### config.mk
export PLATFORM = sky130hd
export DESIGN_NAME = regfile_dump
export DESIGN_NICKNAME = d
export VERILOG_FILES = /design/src/rtl/regfile_dump_pkg.sv /design/src/rtl/regfile_dump.sv
export SDC_FILE = /design/constraint.sdc
export NUM_CORES = 1
export LEC_CHECK = 0
export CELL_PAD_IN_SITES_DETAIL_PLACEMENT = 1
export CELL_PAD_IN_SITES_GLOBAL_PLACEMENT = 2
export CORE_UTILIZATION = 24
export CTS_BUF_LIST = sky130_fd_sc_hd__clkbuf_16
export DETAILED_ROUTE_END_ITERATION = 7
export PLACE_DENSITY = 0.8
export SKIP_CTS_REPAIR_TIMING = 1
export SYNTH_ARGS = -nofsm -noshare
export SYNTH_HDL_FRONTEND = slang
export SYNTH_SLANG_ARGS = --single-unit
### constraint.sdc
create_clock -name clk -period 1.8 [get_ports clk]
set_input_delay 0.18 -clock clk [delete_from_list [all_inputs] [get_ports clk]]
set_output_delay 0.18 -clock clk [all_outputs]
set_load 0.01 [all_outputs]
### src/rtl/regfile_dump_pkg.sv
// Shared definitions for the register-file dump block: state encoding and
// default geometry matching the CPU register file.
package regfile_dump_pkg;

   // Default register-file geometry (shared with the register-file parameters)
   localparam int unsigned NREG_DEF = 32;
   localparam int unsigned AW_DEF   = 5;
   localparam int unsigned DW_DEF   = 32;

   // Dump sequencer states
   typedef enum logic [1:0] {
      ST_IDLE  = 2'd0,
      ST_FETCH = 2'd1,
      ST_SEND  = 2'd2,
      ST_DONE  = 2'd3
   } state_t;

   // Any state other than IDLE means a dump is in flight
   function automatic logic state_busy(input state_t s);
      return (s != ST_IDLE);
   endfunction

endpackage : regfile_dump_pkg

### src/rtl/regfile_dump.sv
// Sequential reader for the CPU register file: walks addresses 0..NREG-1
// through one read port and streams (index, data) pairs over valid/ready.
module regfile_dump
   import regfile_dump_pkg::*;
#(
   parameter int unsigned NREG = NREG_DEF,
   parameter int unsigned AW   = AW_DEF,
   parameter int unsigned DW   = DW_DEF
) (
   input  logic          clk,
   input  logic          clr,
   input  logic          start,
   input  logic          abort,
   output logic [AW-1:0] rn,
   input  logic [DW-1:0] rdata,
   output logic          out_valid,
   input  logic          out_ready,
   output logic [AW-1:0] out_idx,
   output logic [DW-1:0] out_data,
   output logic          busy,
   output logic          done
);

   state_t        state;
   state_t        state_nxt;
   logic [AW-1:0] idx;
   logic          last;
   logic          accept;

   // Index of the final register; idx never advances beyond it
   assign last   = (idx == AW'(NREG - 1));
   // A word is delivered only when the consumer takes it and no abort wins
   assign accept = out_valid & out_ready & ~abort;

   // State register
   always_ff @(posedge clk or posedge clr) begin
      if (clr) begin
         state <= ST_IDLE;
      end else begin
         state <= state_nxt;
      end
   end

   // Next-state decode; abort beats a simultaneous handshake
   always_comb begin
      state_nxt = state;
      case (state)
         ST_IDLE: begin
            if (start) begin
               state_nxt = ST_FETCH;
            end
         end
         ST_FETCH: begin
            state_nxt = abort ? ST_IDLE : ST_SEND;
         end
         ST_SEND: begin
            if (abort) begin
               state_nxt = ST_IDLE;
            end else if (out_valid && out_ready) begin
               state_nxt = last ? ST_DONE : ST_FETCH;
            end
         end
         ST_DONE: begin
            state_nxt = ST_IDLE;
         end
         default: begin
            state_nxt = ST_IDLE;
         end
      endcase
   end

   // Decoded outputs: read address only driven while fetching
   always_comb begin
      rn   = '0;
      busy = state_busy(state);
      done = 1'b0;
      case (state)
         ST_FETCH: rn   = idx;
         ST_DONE:  done = 1'b1;
         default:  rn   = '0;
      endcase
   end

   // Index counter and captured output word
   always_ff @(posedge clk or posedge clr) begin
      if (clr) begin
         idx       <= '0;
         out_valid <= 1'b0;
         out_idx   <= '0;
         out_data  <= '0;
      end else begin
         case (state)
            ST_IDLE: begin
               if (start) begin
                  idx <= '0;
               end
            end
            ST_FETCH: begin
               if (abort) begin
                  idx       <= '0;
                  out_valid <= 1'b0;
               end else begin
                  out_data  <= rdata;
                  out_idx   <= idx;
                  out_valid <= 1'b1;
               end
            end
            ST_SEND: begin
               if (abort) begin
                  idx       <= '0;
                  out_valid <= 1'b0;
               end else if (accept) begin
                  out_valid <= 1'b0;
                  if (!last) begin
                     idx <= idx + AW'(1);
                  end
               end
            end
            ST_DONE: begin
               idx <= '0;
            end
            default: begin
               idx       <= '0;
               out_valid <= 1'b0;
            end
         endcase
      end
   end

endmodule : regfile_dump
# Word-level counts from Yosys, hierarchy flattened
# Cells that the tools add are included.
# word_totals
ff_bits	45
input_bits	37
output_inout_bits	45
wordCells	44
# op_classes
addsub	1
eq_ne	9
n_mux	18
n_bitwise	3
n_reduce_logical	8
# op_table
cell	count
2-to-1 mux 5 bit	6
case mux 5 bit (4 select lines)	1
2-to-1 mux 2 bit	5
inequality test 3 bit, second input constant	3
case mux 2 bit (4 select lines)	1
AND reduction 2 bit	3
adder 5 x 1 -> 5 bit, second input constant	1
== test 5 bit, second input constant	1
== test 2 bit, second input constant	2
2-to-1 mux 1 bit	4
inequality test 2 bit, second input constant	2
AND reduction 4 bit	1
nonzero test 2 bit	2
bitwise AND 1 bit	2
== test 2 x 1 -> 1 bit, second input constant	1
zero test 2 bit	1
case mux 1 bit (2 select lines)	1
logical AND 1 bit	1
NOT 1 bit	1

# Logic depth before layout (Yosys ltp)
# depth
ltp_word	5
mapped_depth	6
mapped_depth_nobuf	6

# Least setup slack after synthesis
# Ideal clock, no wire load.
# synth_timing
kind	register to register
from	register idx[0]
to	register idx[0]
setup_ns	0.125
t_arrival_ns	1.559
required_ns	1.675
slack_ns	0.117
path_stages_with_launch	7
path_buffers	0
period_less_slack_ns	1.683
cell_sequence	dfrtp_1 > ha_1 > and3_1 > ha_1 > and3b_1 > o32ai_1 > mux2_2
# synth_via
elab_chain_cells	5
elab_cells_between_ends	8
cone_classes	add/sub: 1; eq/ne: 2; mux: 4; reduce/logical: 1
# synth_lines
item	line	rtl
start, declared	regfile_dump.sv:26	logic [AW-1:0] idx;
start signal, assigned	regfile_dump.sv:115	idx <= idx + AW'(1);
adder 5 x 1 -> 5 bit	regfile_dump.sv:115	
2-to-1 mux 5 bit	regfile_dump.sv:114	if (!last) begin
2-to-1 mux 5 bit	regfile_dump.sv:112	end else if (accept) begin
2-to-1 mux 5 bit	regfile_dump.sv:109	if (abort) begin
case mux 5 bit (4 select lines)	regfile_dump.sv:92	case (state)
# Parallel ways exist; a longest one is shown, timed or not. The select of a mux whose other input is x is not followed.
# A chain may end at the register's enable or synchronous reset.

# Worst setup path in the final report
# Ends and elaborated chain as after synthesis.

==> PnR_summary.wiki <==
{| class="wikitable"
! Metric !! Value
|-
| Fraction of synthesized cell area taken by the top area cell type || 60.7%
|-
| Post-Synthesis Net Count || 166
|-
| Overall die width || 89.9 um
|-
| Routed vias || 1399
|-
| Final critical-path required period || 1760 ps
|-
| Antenna violations before repair || 0
|-
| Number of sinks handled by clock tree synthesis || 45
|-
| Number of routed nets with antenna violations || 0
|-
| Uppermost routed layer || met4
|-
| Final Total Pwr || 4.06 mW
|-
| First DRT Iteration DRCs || 26
|-
| Pwr per Cell Area || 1330 nW/um^2
|-
| Hold Path Class || in -> async
|-
| Number of cells after detailed placement || 312
|-
| Share of flip-flops with an asynchronous set or reset || 100%
|-
| Worst Path Max Fanout || 3
|-
| Gate count after technology mapping || 127
|-
| Post-synthesis cell type with the largest combined area || sky130_fd_sc_hd__dfrtp_1
|-
| Routability congestion estimate from global placement || 0.814
|-
| Ratio of routed vias to standard cells || 4.33
|-
| GRT Resource Usage Total || 11.8%
|-
| Post-route clock period utilization || 97.6%
|-
| Synthesized area per cell || 14.6 sq um
|-
| Clock latency of the later-clocked register in the worst-skew pair || 280 ps
|-
| Number of maximum-capacitance constraint violations || 0
|-
| Category of the worst setup path capture point || flop
|-
| Number of nets in the layout || 262
|-
| Setup total negative slack || 0 ps
|-
| Placement-stage worst setup slack || 20.2 ps
|-
| Setup violations, final || 0
|-
| Worst slew slack as a fraction of its limit || 71.7%
|-
| Cell at the root of the clock tree || sky130_fd_sc_hd__clkbuf_16
|-
| Slowest stage delay, CP || 390 ps
|-
| Number of top-level pins || 82
|-
| Top area cells in the synthesized netlist || sky130_fd_sc_hd__dfrtp_1 (61%), sky130_fd_sc_hd__mux2_2 (23%), sky130_fd_sc_hd__and2_1 (2.0%)
|-
| Global-route wire length before repair || 7.58 mm
|-
| Critical path arrival || 1920 ps
|-
| Critical-path cell list || ha_2 > and3_1 > ha_1 > and3b_2 > o32ai_2 > mux2_2
|-
| Layout area overhead || 64.8%
|-
| Inserted Clock Buffers || 5
|-
| Die span in y || 89.9 um
|-
| Count of inserted antenna diode cells || 0
|-
| Most common cell in the synthesized netlist || sky130_fd_sc_hd__dfrtp_1
|-
| Share of post-route cells with drive strength above 1 || 29.5%
|-
| Setup slack after layout || 44.1 ps
|-
| Clk pin slew, worst setup/hold paths || 60 ps
|-
| Count of input and output buffers || 81
|-
| CTS HTree Levels || 2
|-
| Half-perimeter wire length after placement || 3.44 mm
|-
| Required time at the worst-slack endpoint || 1970 ps
|-
| Core area || 7370 sq um
|-
| Sum of met2 wire segment lengths after detailed routing || 2.46 mm
|-
| Routed length per instance || 14.4 um
|-
| Final wirelength || 4.64 mm
|-
| Leak || 1.37 nW
|-
| Max-slew violations || 0
|-
| Sequential-to-total area share from yosys stat || 60.7%
|-
| Max frequency || 0.569 GHz
|-
| Overflow left after global routing || 0
|-
| Share of the core filled with cells in the final layout || 41.5%
|-
| Peak VDD IR || 0.559 mV
|-
| Filler-free cell count of the finished design || 323
|-
| Starting density of the core || 25.2%
|-
| Die ar. || 8090 sq um
|-
| Maximum root-to-sink buffer count || 2
|-
| Remaining DRCs || 0
|-
| Pin count of the biggest net entering global routing || 27
|-
| Number of distinct library cell variants in the gate-level netlist after synthesis || 26
|-
| Skew final || 5.08 ps
|-
| Final-report hold violation count || 0
|-
| Post-synth EDFFs || 0
|-
| First-pass DRT Iterations || 4
|-
| Cell at the slowest stage of the critical path || sky130_fd_sc_hd__dfrtp_1
|-
| WS Path Type || reg -> reg
|-
| Run status || complete, no violations
|-
| CTS tree || built
|-
| Met3 wire length || 231 um
|-
| Wire length on met1 || 1.89 mm
|-
| Number of global-route vias before repair || 1471
|-
| Yosys synthesis warning count || 0
|-
| Std cell rows || 31
|-
| Netlist Area Pre-Place || 1860 sq um
|-
| Synth cell count leaders || sky130_fd_sc_hd__dfrtp_1 (45), sky130_fd_sc_hd__mux2_2 (38), sky130_fd_sc_hd__and2_1 (6)
|-
| Most common flop cell mapped by yosys || sky130_fd_sc_hd__dfrtp_1
|-
| Actual slew at the worst max-slew pin || 423 ps
|-
| Register bit total from synthesis || 45
|-
| Setup crit start kind || flop
|}
-- per-stage QoR --
stage | instance area [sq um] | hold WS (ps)
after floorplan | 1860 | 243
after global placement | 2840 | 489
after detailed placement | 2840 | 497
after CTS | 3010 | 210
after global routing | 3060 | 231
final | 3060 | 198
-- final cells by class --
type                            instances  area [sq um]
Timing Repair Buffer                   92           918
Inverter                                4          15.0
Multi-Input combinational cell         75           704
Fill cell                             792          4310
Sequential cell                        45          1130
Tap cell                               99           124
Clock buffer                            5           125
Clock inverter                          3          42.5
-- flip-flops by register name, indices dropped and copies added (netlist names) --
name,cells
out_idx,5
idx,5
out_data,32
out_valid,1
state,2
-- worst paths after layout --
kind / startpoint / depth (start not counted) / endpoint / slack (ps)
max: idx[0]$_DFFE_PP0P_ / 6 / idx[0]$_DFFE_PP0P_ / 40
min: clr / 2 / out_data[25]$_DFFE_PP0N_ / 200
max reg2reg: idx[0]$_DFFE_PP0P_ / 6 / idx[0]$_DFFE_PP0P_ / 40
min reg2reg: out_data[27]$_DFFE_PP0N_ / 1 / out_data[27]$_DFFE_PP0N_ / 500
max in group asynchronous: clr / 3 / state[0]$_DFFE_PP0P_ / 1040
min in group clk: rdata[27] / 2 / out_data[27]$_DFFE_PP0N_ / 500
-- cell families after synthesis --
logic type,after synthesis,synth area share (%)
buffers and inverters,7,2.02
adder cells (fa/ha/maj),2,1.35
multiplexers,38,23.1
AO/OA/AOI/OAI,14,5.19
flip-flops,45,60.7
AND/OR/NAND/NOR,21,7.69
-- layout by cell type, fill, tap and decap left out, types with 2 or more instances in the layout --
cell / instances
sky130_fd_sc_hd__nor2_1: 3
sky130_fd_sc_hd__dfrtp_2: 2
sky130_fd_sc_hd__clkbuf_16: 5
sky130_fd_sc_hd__nand3b_1: 2
sky130_fd_sc_hd__a31oi_1: 3
sky130_fd_sc_hd__clkdlybuf4s50_1: 76
sky130_fd_sc_hd__a22o_1: 2
sky130_fd_sc_hd__and2_1: 6
sky130_fd_sc_hd__mux2_2: 38
sky130_fd_sc_hd__a21oi_1: 2
sky130_fd_sc_hd__inv_1: 4
sky130_fd_sc_hd__dlymetal6s2s_1: 5
sky130_fd_sc_hd__dfrtp_1: 43
sky130_fd_sc_hd__o21ai_0: 3
sky130_fd_sc_hd__buf_4: 10
-- worst max-delay path: cells and delay by family (launching register included) --
| kind | cells | cell delay, ps |
|---|---|---|
| multiplexers | 1 | 280 |
| AO/OA/AOI/OAI | 1 | 110 |
| flip-flops | 1 | 390 |
| AND/OR/NAND/NOR | 2 | 460 |
| adder cells (fa/ha/maj) | 2 | 390 |
-- layer usage --
layer | vias up | global-route usage [%]
li1 | 643 | -
met1 | 704 | 14.1
met2 | 46 | 20.6
met3 | 6 | 3.47
met4 | 0 | 3.63
met5 | - | 0
-- power breakdown --
part | switching, mW | internal (mW) | total (mW)
Sequential | 0.187 | 1.35 | 1.54
Clock | 0.383 | 0.652 | 1.04
Combinational | 0.521 | 0.959 | 1.48
Total | 1.09 | 2.96 | 4.06
(Power assumes the default switching activity.)
